<file path="src/rtl/keypad_pkg.sv">
// Shared definitions for the matrix keypad scanner: FSM states, key-code map
// and the column strobe reset pattern.
package keypad_pkg;

    typedef enum logic [1:0] {
        SCAN,
        DEBOUNCE,
        PRESSED,
        RELEASE
    } scan_state_t;

    localparam logic [3:0] COL_RESET = 4'b1110;

    // Indexed as KEY_MAP[row][col]; leftmost nibble is row 0, column 0.
    localparam logic [0:3][0:3][3:0] KEY_MAP = {
        4'h1, 4'h2, 4'h3, 4'hA,
        4'h4, 4'h5, 4'h6, 4'hB,
        4'h7, 4'h8, 4'h9, 4'hC,
        4'h0, 4'hF, 4'hE, 4'hD
    };

    function automatic logic [1:0] lowest_low_row(input logic [3:0] rows);
        logic [1:0] idx;
        idx = 2'd0;
        for (int i = 3; i >= 0; i--) begin
            if (!rows[i]) idx = 2'(i);
        end
        return idx;
    endfunction

endpackage

</file>
<file path="src/rtl/keypad_scanner_sync2.sv">
// Two-flop synchronizer for asynchronous level inputs such as keypad rows
// or push buttons.
module sync2 #(
    parameter int               WIDTH       = 4,
    parameter logic [WIDTH-1:0] RESET_VALUE = '1
) (
    input  logic             clk,
    input  logic             reset_n,
    input  logic [WIDTH-1:0] d,
    output logic [WIDTH-1:0] q
);

    logic [WIDTH-1:0] meta_q;
    logic [WIDTH-1:0] sync_q;

    always_ff @(posedge clk) begin
        if (!reset_n) begin
            meta_q <= RESET_VALUE;
            sync_q <= RESET_VALUE;
        end else begin
            meta_q <= d;
            sync_q <= meta_q;
        end
    end

    assign q = sync_q;

endmodule

</file>
<file path="src/rtl/keypad_scanner.sv">
// 4x4 matrix keypad scanner: rotates a one-cold column strobe, debounces a
// single press and hands its hex code to the consumer over valid/ready.
module keypad_scanner
    import keypad_pkg::*;
#(
    parameter int SCAN_DIV       = 100000,
    parameter int DEBOUNCE_SCANS = 10
) (
    input  logic       clk,
    input  logic       reset_n,
    input  logic [3:0] row,
    output logic [3:0] col,
    output logic [3:0] key_code,
    output logic       key_valid,
    input  logic       key_ready,
    output logic       key_held,
    output logic       overrun
);

    localparam int DIV_W = (SCAN_DIV > 2) ? $clog2(SCAN_DIV) : 1;
    localparam int CNT_W = $clog2(DEBOUNCE_SCANS + 1);
    localparam logic [DIV_W-1:0] DIV_LAST     = DIV_W'(SCAN_DIV - 1);
    localparam logic [CNT_W-1:0] MATCH_TARGET = CNT_W'(DEBOUNCE_SCANS);
    localparam logic [CNT_W-1:0] MATCH_ONE    = CNT_W'(1);

    logic [3:0]       row_sync;
    logic             sample;
    logic             push;
    logic             accept;

    logic [DIV_W-1:0] div_q, div_d;
    scan_state_t      state_q, state_d;
    logic [1:0]       col_idx_q, col_idx_d;
    logic [1:0]       row_idx_q, row_idx_d;
    logic [CNT_W-1:0] match_q, match_d;
    logic [3:0]       col_q, col_d;
    logic [3:0]       key_code_q, key_code_d;
    logic             key_valid_q, key_valid_d;
    logic             key_held_q, key_held_d;
    logic             overrun_q, overrun_d;

    sync2 #(.WIDTH(4), .RESET_VALUE(4'hF)) u_row_sync (
        .clk    (clk),
        .reset_n(reset_n),
        .d      (row),
        .q      (row_sync)
    );

    always_comb begin
        sample = (div_q == DIV_LAST);
        div_d  = sample ? '0 : div_q + 1'b1;
    end

    // The column index doubles as the latched column while a key is tracked.
    always_comb begin
        state_d    = state_q;
        col_idx_d  = col_idx_q;
        row_idx_d  = row_idx_q;
        match_d    = match_q;
        key_held_d = key_held_q;
        push       = 1'b0;
        case (state_q)
            SCAN: begin
                if (sample) begin
                    if (row_sync != 4'hF) begin
                        row_idx_d = lowest_low_row(row_sync);
                        match_d   = MATCH_ONE;
                        state_d   = (MATCH_TARGET == MATCH_ONE) ? PRESSED : DEBOUNCE;
                    end else begin
                        col_idx_d = col_idx_q + 2'd1;
                    end
                end
            end
            DEBOUNCE: begin
                if (sample) begin
                    if (!row_sync[row_idx_q]) begin
                        match_d = match_q + 1'b1;
                        if (match_d == MATCH_TARGET) state_d = PRESSED;
                    end else begin
                        match_d   = '0;
                        state_d   = SCAN;
                        col_idx_d = col_idx_q + 2'd1;
                    end
                end
            end
            PRESSED: begin
                push       = 1'b1;
                key_held_d = 1'b1;
                match_d    = '0;
                state_d    = RELEASE;
            end
            RELEASE: begin
                if (sample) begin
                    if (row_sync[row_idx_q]) begin
                        match_d = match_q + 1'b1;
                        if (match_d == MATCH_TARGET) begin
                            match_d    = '0;
                            key_held_d = 1'b0;
                            state_d    = SCAN;
                            col_idx_d  = col_idx_q + 2'd1;
                        end
                    end else begin
                        match_d = '0;
                    end
                end
            end
            default: state_d = SCAN;
        endcase
        col_d = ~(4'b0001 << col_idx_d);
    end

    // A push into a full, unaccepted buffer is dropped and flagged instead.
    always_comb begin
        accept      = key_valid_q && key_ready;
        key_code_d  = key_code_q;
        key_valid_d = key_valid_q;
        overrun_d   = overrun_q;
        if (accept) begin
            key_valid_d = 1'b0;
            overrun_d   = 1'b0;
        end
        if (push) begin
            if (!key_valid_q || key_ready) begin
                key_valid_d = 1'b1;
                key_code_d  = KEY_MAP[row_idx_q][col_idx_q];
            end else begin
                overrun_d = 1'b1;
            end
        end
    end

    always_ff @(posedge clk) begin
        if (!reset_n) begin
            div_q       <= '0;
            state_q     <= SCAN;
            col_idx_q   <= 2'd0;
            row_idx_q   <= 2'd0;
            match_q     <= '0;
            col_q       <= COL_RESET;
            key_code_q  <= 4'h0;
            key_valid_q <= 1'b0;
            key_held_q  <= 1'b0;
            overrun_q   <= 1'b0;
        end else begin
            div_q       <= div_d;
            state_q     <= state_d;
            col_idx_q   <= col_idx_d;
            row_idx_q   <= row_idx_d;
            match_q     <= match_d;
            col_q       <= col_d;
            key_code_q  <= key_code_d;
            key_valid_q <= key_valid_d;
            key_held_q  <= key_held_d;
            overrun_q   <= overrun_d;
        end
    end

    assign col       = col_q;
    assign key_code  = key_code_q;
    assign key_valid = key_valid_q;
    assign key_held  = key_held_q;
    assign overrun   = overrun_q;

endmodule

</file>
<file path="config.mk">
export PLATFORM = sky130hd
export DESIGN_NAME = keypad_scanner
export DESIGN_NICKNAME = d
export VERILOG_FILES = /design/src/rtl/keypad_pkg.sv /design/src/rtl/keypad_scanner_sync2.sv /design/src/rtl/keypad_scanner.sv
export SDC_FILE = /design/constraint.sdc
export NUM_CORES = 1
export LEC_CHECK = 0
export CAP_MARGIN = 15
export CORE_UTILIZATION = 35
export CTS_CLUSTER_SIZE = 20
export DETAILED_ROUTE_END_ITERATION = 7
export GPL_TIMING_DRIVEN = 0
export PLACE_DENSITY = 0.58
export SYNTH_ARGS = -nofsm -noshare
export SYNTH_HDL_FRONTEND = slang
export SYNTH_HIERARCHICAL = 1
export SYNTH_SLANG_ARGS = --single-unit
</file>
<file path="constraint.sdc">
create_clock -name clk -period 2.1 [get_ports clk]
set_input_delay 0.315 -clock clk [delete_from_list [all_inputs] [get_ports clk]]
set_output_delay 0.315 -clock clk [all_outputs]
set_load 0.05 [all_outputs]
</file>
Word-level counts from Yosys, hierarchy flattened
Index checks and enable logic that the tools add are counted.

word-level totals
  input bits = 7
  word-level logic and storage cells = 95
  output and inout bits = 11
  flip-flop bits (word level) = 46

cells by class
  magnitude comparators = 3
  $add $sub $neg = 3
  mux-type cells = 48
  shifts and indexed selects = 1
  bitwise gates (word level) = 4
  reduce and logical (&&, ||, !) cells = 11
  equality and inequality tests = 13

operators by type and width
  cell                   count
  $mux 2                 19
  $mux 4                 9
  $bmux 16 s2            1
  $mux 16                2
  $add 17x1->17 const B  1
  $eq 17x17->1 const B   1
  $pmux 4 s4             1
  $ne 2x2->1 const B     6
  $mux 1                 11
  $bmux 4 s2             1
  $pmux 2 s4             1
  $reduce_and 4->1       2
  $reduce_and 7->1       1
  $ge 3x3->1 const B     2
  $not 2->3              2
  $pmux 2 s3             1
  $add 4x1->4 const B    1
  $eq 2x2->1 const B     2
  $eq 4x4->1 const B     1
  $ne 4x4->1 const B     1
  $not 4->4              1
  $shl 1x2->4 const A    1
  $lt 2x3->1 const B     1
  $ne 3x3->1 const B     1
  13 further kinds       13

Longest topological paths before layout
  depth in word-level cells = 8
  depth in mapped cells = 8
  depth with buffers taken out = 7

Hierarchy
The synthesis kept the hierarchy.

modules (own cells, without submodules)
  module          seq. area each (µm²)  cells an instance  instances  area each (µm²)
  keypad_scanner  760.7                 223                1          1926.8
  sync2           160.2                 16                 1          210.2

Worst setup path after synthesis
OpenSTA, ideal clock, no wires.

  path kind = register to register
  from = reg row_idx_q[0]
  to = reg col_q[3] (netlist: col[3])
  stages on the path, launching flop included = 6
  setup time = 0.128 ns
  required time = 1.972 ns
  arrival time = 1.603 ns
  path slack = 0.369 ns
  period minus slack after synthesis = 1.731 ns
  buffers on the path = 0
  cells stage by stage = dfxtp_1 -> mux4_2 -> mux2_4 -> o211ai_2 -> mux2i_1 -> nand2_1

between the ends
  longest elaborated chain between the ends = 7
  elaborated cells between the ends (all ways) = 9
  those cells by class = shift (1); mux (7); bitwise (1)

RTL lines
  element                           line                                        RTL
  from (decl)                       keypad_scanner.sv:34                        logic [1:0] row_idx_q, row_idx_d;
  from (signal assigned)            keypad_scanner.sv:148                       row_idx_q <= row_idx_d;
  $bmux 1 s2 (*)                    keypad_scanner.sv:76, keypad_scanner.sv:94
  $mux 1 (implied by the code) (*)  keypad_scanner.sv:76, keypad_scanner.sv:94
  $mux 2 (on tied branches)         keypad_scanner.sv:94, keypad_scanner.sv:76
  $mux 2 (on tied branches)         keypad_scanner.sv:93, keypad_scanner.sv:75
  $pmux 2 s3 (*)                    keypad_scanner.sv:62                        case (state_q)
  $shl 1x2->4 (*)                   keypad_scanner.sv:109                       col_d = ~(4'b0001 << col_idx_d);
  $not 4->4 (*)                     keypad_scanner.sv:109
  to (signal assigned)              keypad_scanner.sv:150                       col_q <= col_d;
  to (decl)                         keypad_scanner.sv:36                        logic [3:0] col_q, col_d;

Every way passes the cells marked *; elsewhere a longest branch is shown, timed or not. The select of a mux whose other input is x is not followed.
A chain may end at the register's enable or synchronous reset.

Worst setup path in the final report
  from = reg row_idx_q[0]
  to = reg col_q[1] (netlist: col[1])

The elaborated chain is that of the path after synthesis.

==> impl_metrics.py <==
metrics = {
    "final_layout": {
        "antenna_cells": 0,
        "multi_input_area_um2": 1181,
        "nFillCells": 594,
        "layout_commonest_cell": "dfxtp_1",
        "drive_above_1_share": 0.09434,
        "syn2layout_area_growth_pct": 19.26,
        "nets": 277,
        "seq_area_um2": 922.1,
        "final_cell_mix": "45 x dfxtp_1, 30 x nor2_1, 22 x nand2_1",
    },
    "sta": {
        "max_freq_mhz": 528.6,
        "hold_viol": 0,
        "slew_headroom": 0.6090,
        "setup_viol": 0,
        "layout_min_cycle_time_ns": 1.892,
        "skew_ns": 0.001903,
        "worst_hold_slack_ns": 0.4116,
        "drv_slew": 0,
        "rsz0062_at_grt": "false",
        "fin_crit_sh": 0.9009,
        "worst_pin_slew_ns": 0.5864,
        "setup_ws_ns": 0.2081,
        "setup_tns_ns": 0,
    },
    "cts": {
        "cts_made_buffers": 5,
        "htreeDepth": 2,
        "cts_tree": "built",
        "path_clk_slew_ns": 0.08,
        "worstSkewPairLatency_ns": 0.30,
        "cts_sinks": 46,
        "cts_root_buf": "clkbuf_8",
        "clock_path_buffers": 2,
    },
    "global_routing": {
        "grt_pass1_wl_um": 6906,
        "grt_use_met1": 0.2163,
        "antenna_found_initial": 0,
        "grt.busiest_layer": "met1",
        "overflow": 0,
        "gr-usage-met2": 0.1838,
        "track_usage": 0.1414,
        "grt_max_degree": 15,
        "grt_util_met3": 0.03295,
        "grt_pass1_vias": 1436,
    },
    "synth": {
        "synthAdderAreaFrac": 0.04040,
        "synth_nets": 252,
        "synth_area_per_cell_um2": 8.942,
        "synthMuxAreaShare": 0.04684,
        "synth_top_area_share": 0.4309,
        "synth_xor_area_frac": 0.06148,
        "synth_edf_count": 0,
        "ys_seq_elements": 46,
        "synth_compound_area_frac": 0.1165,
        "synthArstFlopShare": 0,
        "yosys_warnings": 6,
        "yosysTopAreaCell": "dfxtp_1",
        "synth_area_leaders": "dfxtp_1 43%, nor2_1 5.3%, xor2_1 4.5%, nand2b_1 4.1%, nand2_1 4.0%",
        "synth_top_family_by_area": "simple AND/OR/NAND/NOR gates",
        "yosysSeqAreaShare": 0.4309,
        "postSynthCellCount": 239,
        "synth_ff_type": "dfxtp_1",
        "synth-simple-area-share": 0.2740,
        "synth_cell_type_count": 46,
        "synthesis.area_um2": 2137,
    },
    "setup_path": {
        "end_kind": "flip-flop",
        "start_kind": "flip-flop",
        "worstPathArrival_ns": 2.08,
        "critical_path_buf_inv_count": 0,
        "crit_slowest_cell": "mux4_2",
        "critPathMaxFanout": 6,
        "path_cells": "mux4_2, mux2_4, o211ai_4, mux2i_2, nand2b_1",
        "worst_path_largest_cell_delay_ns": 0.59,
        "crit_type": "reg2reg",
        "reg2reg_depth": 5,
        "r2r_slack_ns": 0.21,
        "worstPathRequired_ns": 2.29,
        "worst_r2r_endpoint": "col[1]",
        "path_delay_family": "multiplexers",
        "reg2reg_from": "row_idx_q[0]",
    },
    "power": {
        "switching_share": 0.2144,
        "power_frac_comb": 0.038,
        "p_leak_nw": 0.9111,
        "sequentialPowerShare": 0.553,
        "p_switching_mw": 0.3454,
        "cell_internal_pwr_mw": 1.266,
        "power-per-cell-area_nw_per_um2": 632.0,
        "ir_drop_uv": 376.2,
        "pwr-share-clk": 0.410,
    },
    "floorplan": {
        "die-area_um2": 6422,
        "row_count": 28,
        "die_x_um": 80.14,
        "initial_utilization": 0.3609,
        "coreArea_um2": 5921,
        "io_pins": 18,
        "die_h_um": 80.14,
    },
    "route": {
        "final_antenna_net_count": 0,
        "drc": 0,
        "dr.pass1.iters": 4,
        "wire_per_inst_um": 12.27,
        "drt_iter0_markers": 99,
        "drt-total-wl_um": 4173,
        "viasPerCell": 4.953,
        "num_vias": 1684,
    },
    "job": {
        "cap_violations": 0,
    },
    "min_path": {
        "min_to": "u_row_sync/q[0]",
        "hp-class": "reg2reg",
        "whs_path_depth": 1,
        "hold_start": "u_row_sync/meta_q[0]",
    },
    "place": {
        "place_ws_ns": 0.06895,
        "gp_congestion": 0.8140,
        "dp_hpwl_um": 2940,
        "port_buffers": 17,
    },
    "status": {
        "status": "finished clean",
    },
}
stage by stage:
step | power, mW | util | std cells | instance area, um^2
2_1_floorplan | 0.9444 | - | 239 | 2137
3_3_place_gp | 0.9698 | 0.4055 | 331 | 2401
3_5_place_dp | 0.9702 | 0.4055 | 331 | 2401
4_1_cts | 1.626 | 0.4241 | 339 | 2511
5_1_grt | 1.667 | 0.4305 | 340 | 2549
6_report | 1.611 | 0.4305 | 340 | 2549
cells in the mapped netlist, types with 2 or more instances:
| cell type | n |
|---|---|
| a21oi_1 | 11 |
| xnor2_1 | 4 |
| nor3_1 | 3 |
| o21ai_1 | 2 |
| dfxtp_1 | 46 |
| ha_1 | 6 |
| nor2_1 | 30 |
| and4_1 | 3 |
| clkbuf_1 | 6 |
| xor2_1 | 11 |
| and3_1 | 5 |
| buf_2 | 3 |
| and4b_1 | 2 |
| a211oi_1 | 3 |
| o32ai_1 | 2 |
| nand2b_1 | 14 |
| nand4b_1 | 2 |
| inv_1 | 7 |
| o21ai_0 | 11 |
| nor3_2 | 2 |
| mux2i_1 | 4 |
| nand2_1 | 23 |
| and2_1 | 4 |
| nand3_1 | 7 |
| nand4_1 | 6 |
| mux4_2 | 2 |
routing by layer:
| layer | part of all wire | routed length (um) |
|---|---|---|
| met5 | 0 | 0 |
| met2 | 0.39 | 1638 |
| met1 | 0.55 | 2300 |
| met4 | 0.018 | 74 |
| met3 | 0.038 | 159 |
registers in the layout, summed over array words and instances (netlist names), named ones only:
name               count
key_valid              1
key_code               4
state_q                1
key_held               1
div_q                 17
col_idx_q              2
u_row_sync/q           4
match_q                4
col                    4
overrun                1
u_row_sync/meta_q      4
row_idx_q              2
worst register-to-register path, cell delays in order, from the launching register on:
cell and delay, ns:
dfxtp_1 0.37, mux4_2 0.59, mux2_4 0.32, o211ai_4 0.12
mux2i_2 0.28, nand2b_1 0.10
layout make-up:
cell class | instances | share of cell area
Timing Repair Buffer | 18 | 0.06971
Multi-Input combinational cell | 177 | 0.4634
Buffer | 9 | 0.01473
Tap cell | 75 | 0.03682
Inverter | 7 | 0.01031
Clock inverter | 2 | 0.01473
Sequential cell | 46 | 0.3618
Clock buffer | 6 | 0.02847
cells by family (layout without fill, tap and decap cells):
| kind of cell | count (synthesis) | count (layout) |
|---|---|---|
| AOI/OAI and AO/OA | 38 | 38 |
| xor gates and xnor gates | 15 | 15 |
| adders and majority gates | 7 | 7 |
| buffers and inverters | 16 | 42 |
| DFF | 46 | 46 |
| muxes | 7 | 7 |
| and+or+nand+nor | 110 | 110 |
power by group through the flow:
| stage | clock network [mW] | logic [mW] | registers [mW] |
|---|---|---|---|
| floorplan | 0 | 0.0347 | 0.910 |
| global placement | 0 | 0.0588 | 0.911 |
| detailed placement | 0 | 0.0590 | 0.911 |
| CTS | 0.677 | 0.0592 | 0.891 |
| global route | 0.706 | 0.0677 | 0.893 |
| finish | 0.660 | 0.0607 | 0.890 |
worst max path at each step:
stage	start	endpoint	slack [ns]	depth (start not counted)
final	row_idx_q[0]	col[1]	0.21	5
after global routing	div_q[0]	match_q[3]	0.07	8
after CTS	div_q[0]	match_q[3]	0.06	7
after global placement	reset_n	col[0]	0.05	4
after floorplan	row_idx_q[0]	col[3]	0.37	5
after detailed placement	div_q[0]	match_q[3]	0.07	7
what timing repair did:
action / 4_1_cts / 5_1_grt
endpoints found under the setup margin: 0 / 16
setup buffers: 0 / 1
resized for setup: 0 / 6
hold endpoints to repair: 0 / 0
hold buffers: 0 / 0
Note: power is estimated with default switching activity, not from simulation.
==> patch 1, RTL diff (same flow settings) <==
The parameter `SCAN_DIV` goes from 100000 to 200000.
--- a/src/rtl/keypad_scanner.sv
+++ b/src/rtl/keypad_scanner.sv
@@ -3,7 +3,7 @@
 module keypad_scanner
     import keypad_pkg::*;
 #(
-    parameter int SCAN_DIV       = 100000,
+    parameter int SCAN_DIV       = 200000,
     parameter int DEBOUNCE_SCANS = 10
 ) (
     input  logic       clk,
Formal check against the unedited RTL: no difference found for any inputs over 10 cycles, from zero or initial values and one cycle with reset_n low; that may be too few to reach the edited logic, so the function may still have changed.
==> patch 1 against the original RTL <==
The flow now finishes with violations (negative setup slack); area after synthesis grew 4.1%; design area increased by 6.7%; maximum frequency fell by 14%; setup slack worse by 0.31 ns; sequential cell count is 1 higher; non-clock buffer count is 3 higher; die area is 4.0% higher; clock power up 19%; clock skew is 0.0052 ns higher; via count grew 7.4%; total power increased by 8.8%; routed wire length rose by 5.4%; largest power group unchanged.
==> patch 1: results (changes against the original RTL) <==
Parameter                              Value

STA
  Slew Limit Headroom    62.14% (was 60.90%)
  Number of setup violations in the final report    3 (was 0)
  Worst clock skew on the final layout    0.007106 ns (was 0.001903 ns)
  Worst hold slack across all endpoints    0.4116 ns (about the same)
  PnR worst setup slack    -0.1038 ns (was 0.2081 ns)

Cells and area
  Fill cell count    620 (was 594)
  Fraction of layout cells with a size suffix above 1    15.60% (was 9.434%)
  Layout Nets    294 (was 277)
  Post-route cell area    2720 sq um (was 2549 sq um)
  Max FFs per register    18 (was 17)

Pwr
  Cell leakage power    0.9848 nW (was 0.9111 nW)
  Max rail drop VDD    0.3614 mV (was 0.3762 mV)

Worst hold path
  Hold Path Origin    u_row_sync/meta_q[2] (was u_row_sync/meta_q[0])

GRT
  Global-route wire length before repair    7652 microns (was 6906 microns)
  Via count of the first global-routing pass    1703 (was 1436)
  Total routing resource utilization after global routing    14.79% (was 14.14%)
  Maximum number of pins on one net before global-route repair    16 (was 15)

Synthesis
  Sequential element share of the synthesized area    42.29% (was 43.09%)
  Leading post-synthesis cells by instance count    47 x sky130_fd_sc_hd__dfxtp_1, 34 x sky130_fd_sc_hd__nor2_1, 22 x sky130_fd_sc_hd__nand2_1 (was 46 x sky130_fd_sc_hd__dfxtp_1, 30 x sky130_fd_sc_hd__nor2_1, 23 x sky130_fd_sc_hd__nand2_1)
  Synth Net Count    264 (was 252)
  Number of distinct library cells after synthesis    52 (was 46)
  Top cells by area, synth    sky130_fd_sc_hd__dfxtp_1 42%, sky130_fd_sc_hd__nor2_1 5.7%, sky130_fd_sc_hd__xnor2_1 4.7% (was sky130_fd_sc_hd__dfxtp_1 43%, sky130_fd_sc_hd__nor2_1 5.3%, sky130_fd_sc_hd__xor2_1 4.5%)

Setup path
  Largest fanout on the critical path    2 (was 6)
  Crit path capture    row_idx_q[0] (was col[1])
  Crit Reg-Reg Endpoint    row_idx_q[0] (was col[1])
  Startpoint of the lowest-slack register-to-register path    div_q[6] (was row_idx_q[0])

Placement
  # placed instances    343 (was 331)
  Placed inst area    2494 sq um (was 2401 sq um)
  Dpl hpwl    3109 microns (was 2940 microns)
  Pre-CTS setup slack    -0.1503 ns (was 0.06895 ns)
  Routability congestion estimate    0.7865 (was 0.8140)

Outcome
  Run status    finished with violations (was finished, final reports clean)
  Violated checks    negative setup slack

Clock network
  Post-CTS sizing    6 (was 0)
==> patch 1: cell count changes after synthesis, sizes merged, moves of 3 or more <==
| cell | before | now |
|---|---|---|
| and4 | 3 | 0 |
| inv | 7 | 14 |
| mux2i | 4 | 1 |
| nor2 | 30 | 34 |
| o21a | 0 | 3 |
| o21ai | 14 | 10 |
| xnor2 | 4 | 12 |
| xor2 | 11 | 5 |
==> patch 1: layout make-up <==
cell class	count	area share (%)
Clock inverter	3	2.484
Timing Repair Buffer	23	7.912
Clock buffer	5	2.530
Inverter	14	1.932
Sequential cell	47	34.91
Multi-Input combinational cell	183	45.77
Buffer	7	1.012
Tap cell	75	3.450
==> patch 1: worst max-delay path, stage by stage, from the launching register on <==
cell and delay, ns:
sky130_fd_sc_hd__dfxtp_2 0.33, sky130_fd_sc_hd__or4b_4 0.55, sky130_fd_sc_hd__or4_4 0.52, sky130_fd_sc_hd__and4bb_2 0.36, sky130_fd_sc_hd__mux2_4 0.32, sky130_fd_sc_hd__nor2_4 0.07
==> patch 1: report_power, final <==
part           internal [mW]  switching [mW]
Sequential             0.902         0.00672
Clock                  0.475           0.309
Combinational         0.0267          0.0346
==> patch 1: cells by family (layout without fill, tap and decap cells) <==
logic type / Yosys count / after routing / share of synthesized area, %
AND/OR/NAND/NOR: 111 / 111 / 26.38
multiplexers: 4 / 4 / 2.981
XOR/XNOR: 17 / 17 / 6.693
AO/OA/AOI/OAI: 44 / 44 / 14.23
flip-flops: 47 / 47 / 42.29
buffers and inverters: 21 / 52 / 3.599
adder cells (fa/ha/maj): 7 / 7 / 3.824
==> patch 1: metal layers <==
layer,share of wire (%),track usage [%]
met1,52,19.99
met2,44,23.06
met3,3.3,3.778
met4,0.61,4.386
met5,0,0
==> patch 2, RTL diff (same flow settings) <==
Made on the original files. Register the output `overrun` once more, cleared by the reset; this adds one clock of latency there. The other outputs are not delayed to match.
--- a/src/rtl/keypad_scanner.sv
+++ b/src/rtl/keypad_scanner.sv
@@ -159,7 +159,13 @@
     assign key_code  = key_code_q;
     assign key_valid = key_valid_q;
     assign key_held  = key_held_q;
-    assign overrun   = overrun_q;
+    always_ff @(posedge clk) begin
+        if (!reset_n) begin
+            overrun <= '0;
+        end else begin
+            overrun <= overrun_q;
+        end
+    end
 
 endmodule
 
Function: no difference found for any inputs over 10 cycles, from zero or initial values and one cycle with reset_n low; that may be too few to reach the edited logic, so the function may still have changed.
==> patch 2 against the original RTL <==
Routed wire length up 13%; sequential cell count up 1; total power down 5.5%; setup slack worse by 0.11 ns; design area up 4.4%; die area up 4.7%; area after synthesis up 4.9%; critical path type unchanged.
==> patch 2: results (changes against the original RTL) <==
Parameter                              Value

Outcome
  Run status    finished, final reports clean (unchanged)

GRT
  Total routing resource utilization after global routing    15.38% (was 14.14%)
  Global-route wire length before repair    7921 microns (was 6906 microns)
  Maximum number of pins on one net before global-route repair    14 (was 15)

Setup path
  Startpoint of the lowest-slack register-to-register path    div_q[0] (was row_idx_q[0])
  Crit path capture    match_q[2] (was col[1])
  Number of cells on the worst reg-to-reg path    7 (was 5)
  Data arrival time of the worst path    2.23 ns (was 2.08 ns)

Placement
  Routability congestion estimate    0.8049 (was 0.8140)
  # placed instances    344 (was 331)
  Dpl hpwl    3404 microns (was 2940 microns)

Cells and area
  Fraction of layout cells with a size suffix above 1    15.66% (was 9.434%)
  Final cell count without fillers    356 (was 340)
  Fill cell count    605 (was 594)

STA
  Slew at the pin with the worst max-slew slack    0.6098 ns (was 0.5864 ns)
  Worst clock skew on the final layout    0.01052 ns (was 0.001903 ns)

Synthesis
  Post-Synth Adder-Cell Area    3.350% (was 4.040%)
  Multiplexer area fraction after synthesis    2.457% (was 4.684%)
  Xor and xnor fraction of the mapped netlist area    6.644% (was 6.148%)
  Leading post-synthesis cells by instance count    47 x sky130_fd_sc_hd__dfxtp_1, 29 x sky130_fd_sc_hd__nor2_1, 22 x sky130_fd_sc_hd__nand2_1 (was 46 x sky130_fd_sc_hd__dfxtp_1, 30 x sky130_fd_sc_hd__nor2_1, 23 x sky130_fd_sc_hd__nand2_1)
  Post-synthesis area per instance    8.892 sq um (was 8.942 sq um)
  Synth Net Count    265 (was 252)
  Top cells by area, synth    sky130_fd_sc_hd__dfxtp_1 42%, sky130_fd_sc_hd__nor2_1 4.9%, sky130_fd_sc_hd__xor2_1 3.9% (was sky130_fd_sc_hd__dfxtp_1 43%, sky130_fd_sc_hd__nor2_1 5.3%, sky130_fd_sc_hd__xor2_1 4.5%)
  Number of distinct library cells after synthesis    51 (was 46)

Drt
  Via count normalized by instance count    5.228 (was 4.953)
  Sum of routed wire length over all layers    4735 microns (was 4173 microns)

Pwr
  Cell leakage power    0.9874 nW (was 0.9111 nW)

Worst hold path
  Hold Path Origin    u_row_sync/meta_q[3] (was u_row_sync/meta_q[0])
==> patch 2: worst min-delay path by stage <==
stage                                 end  slack (ns)  depth (start not counted)
after floorplan           u_row_sync/q[0]        0.39                          1
after global placement    u_row_sync/q[2]        0.39                          1
after detailed placement  u_row_sync/q[2]        0.39                          1
after CTS                 u_row_sync/q[3]        0.42                          1
after global routing      u_row_sync/q[1]        0.43                          1
final                     u_row_sync/q[3]        0.41                          1
==> patch 2: what timing repair did <==
item / in CTS / in global routing
pin swaps: 1 / 7
endpoints found under the setup margin: 3 / 17
gates cloned: 0 / 0
gates resized for setup: 2 / 14
setup buffers: 2 / 3
hold buffers: 0 / 0
endpoints found under the hold margin: 0 / 0
==> patch 2: cell type report <==
cell class,count,area (sq um),area share [%]
buffer,8,48.80,1.834
clock buffer,6,82.58,3.104
clock inverter,1,5.005,0.1881
inverter,9,33.78,1.270
multi-input combinational,188,1235,46.43
sequential,47,953.4,35.84
tap,75,93.84,3.528
timing repair buffer,22,207.7,7.808
==> patch 2: metrics by stage <==
stage	hold WS, ns	power [mW]	cell area (sq um)	util, %
after floorplan	0.3863	0.9660	2241	-
after global placement	0.3911	0.9921	2505	41.33
after detailed placement	0.3949	0.9928	2505	41.33
after CTS	0.4159	1.536	2611	43.08
after global routing	0.4336	1.583	2660	43.89
final	0.4121	1.523	2660	43.89
==> patch 2: logic make-up (layout without fill, tap and decap cells) <==
kind of cell | after synthesis | count (layout)
xor gates and xnor gates | 17 | 17
AOI/OAI and AO/OA | 51 | 51
buffers and inverters | 17 | 46
adders and majority gates | 6 | 6
and+or+nand+nor | 111 | 111
muxes | 3 | 3
DFF | 47 | 47
==> patch 2: worst max-delay path: stages, from the launching register on <==
cell,delay [ns]
sky130_fd_sc_hd__dfxtp_4,0.37
sky130_fd_sc_hd__ha_4,0.14
sky130_fd_sc_hd__and4_4,0.24
sky130_fd_sc_hd__and3_4,0.21
sky130_fd_sc_hd__nand3_4,0.10
sky130_fd_sc_hd__o21a_1,0.23
sky130_fd_sc_hd__or4b_1,0.52
sky130_fd_sc_hd__a21oi_2,0.12
==> patch 2: where the power goes <==
part | switching, mW | internal [mW] | total [mW]
registers | 0.00988 | 0.902 | 0.912
clock network | 0.287 | 0.259 | 0.546
logic | 0.0333 | 0.0315 | 0.0648
==> patch 2: routing by layer <==
metal / up-vias / part of all wire (%) / global-route usage (%)
met5: - / 0 / 0
met4: 0 / 0.84 / 4.737
met3: 5 / 3.9 / 3.667
met2: 27 / 48 / 25.21
met1: 881 / 47 / 19.78
li1: 948 / - / -
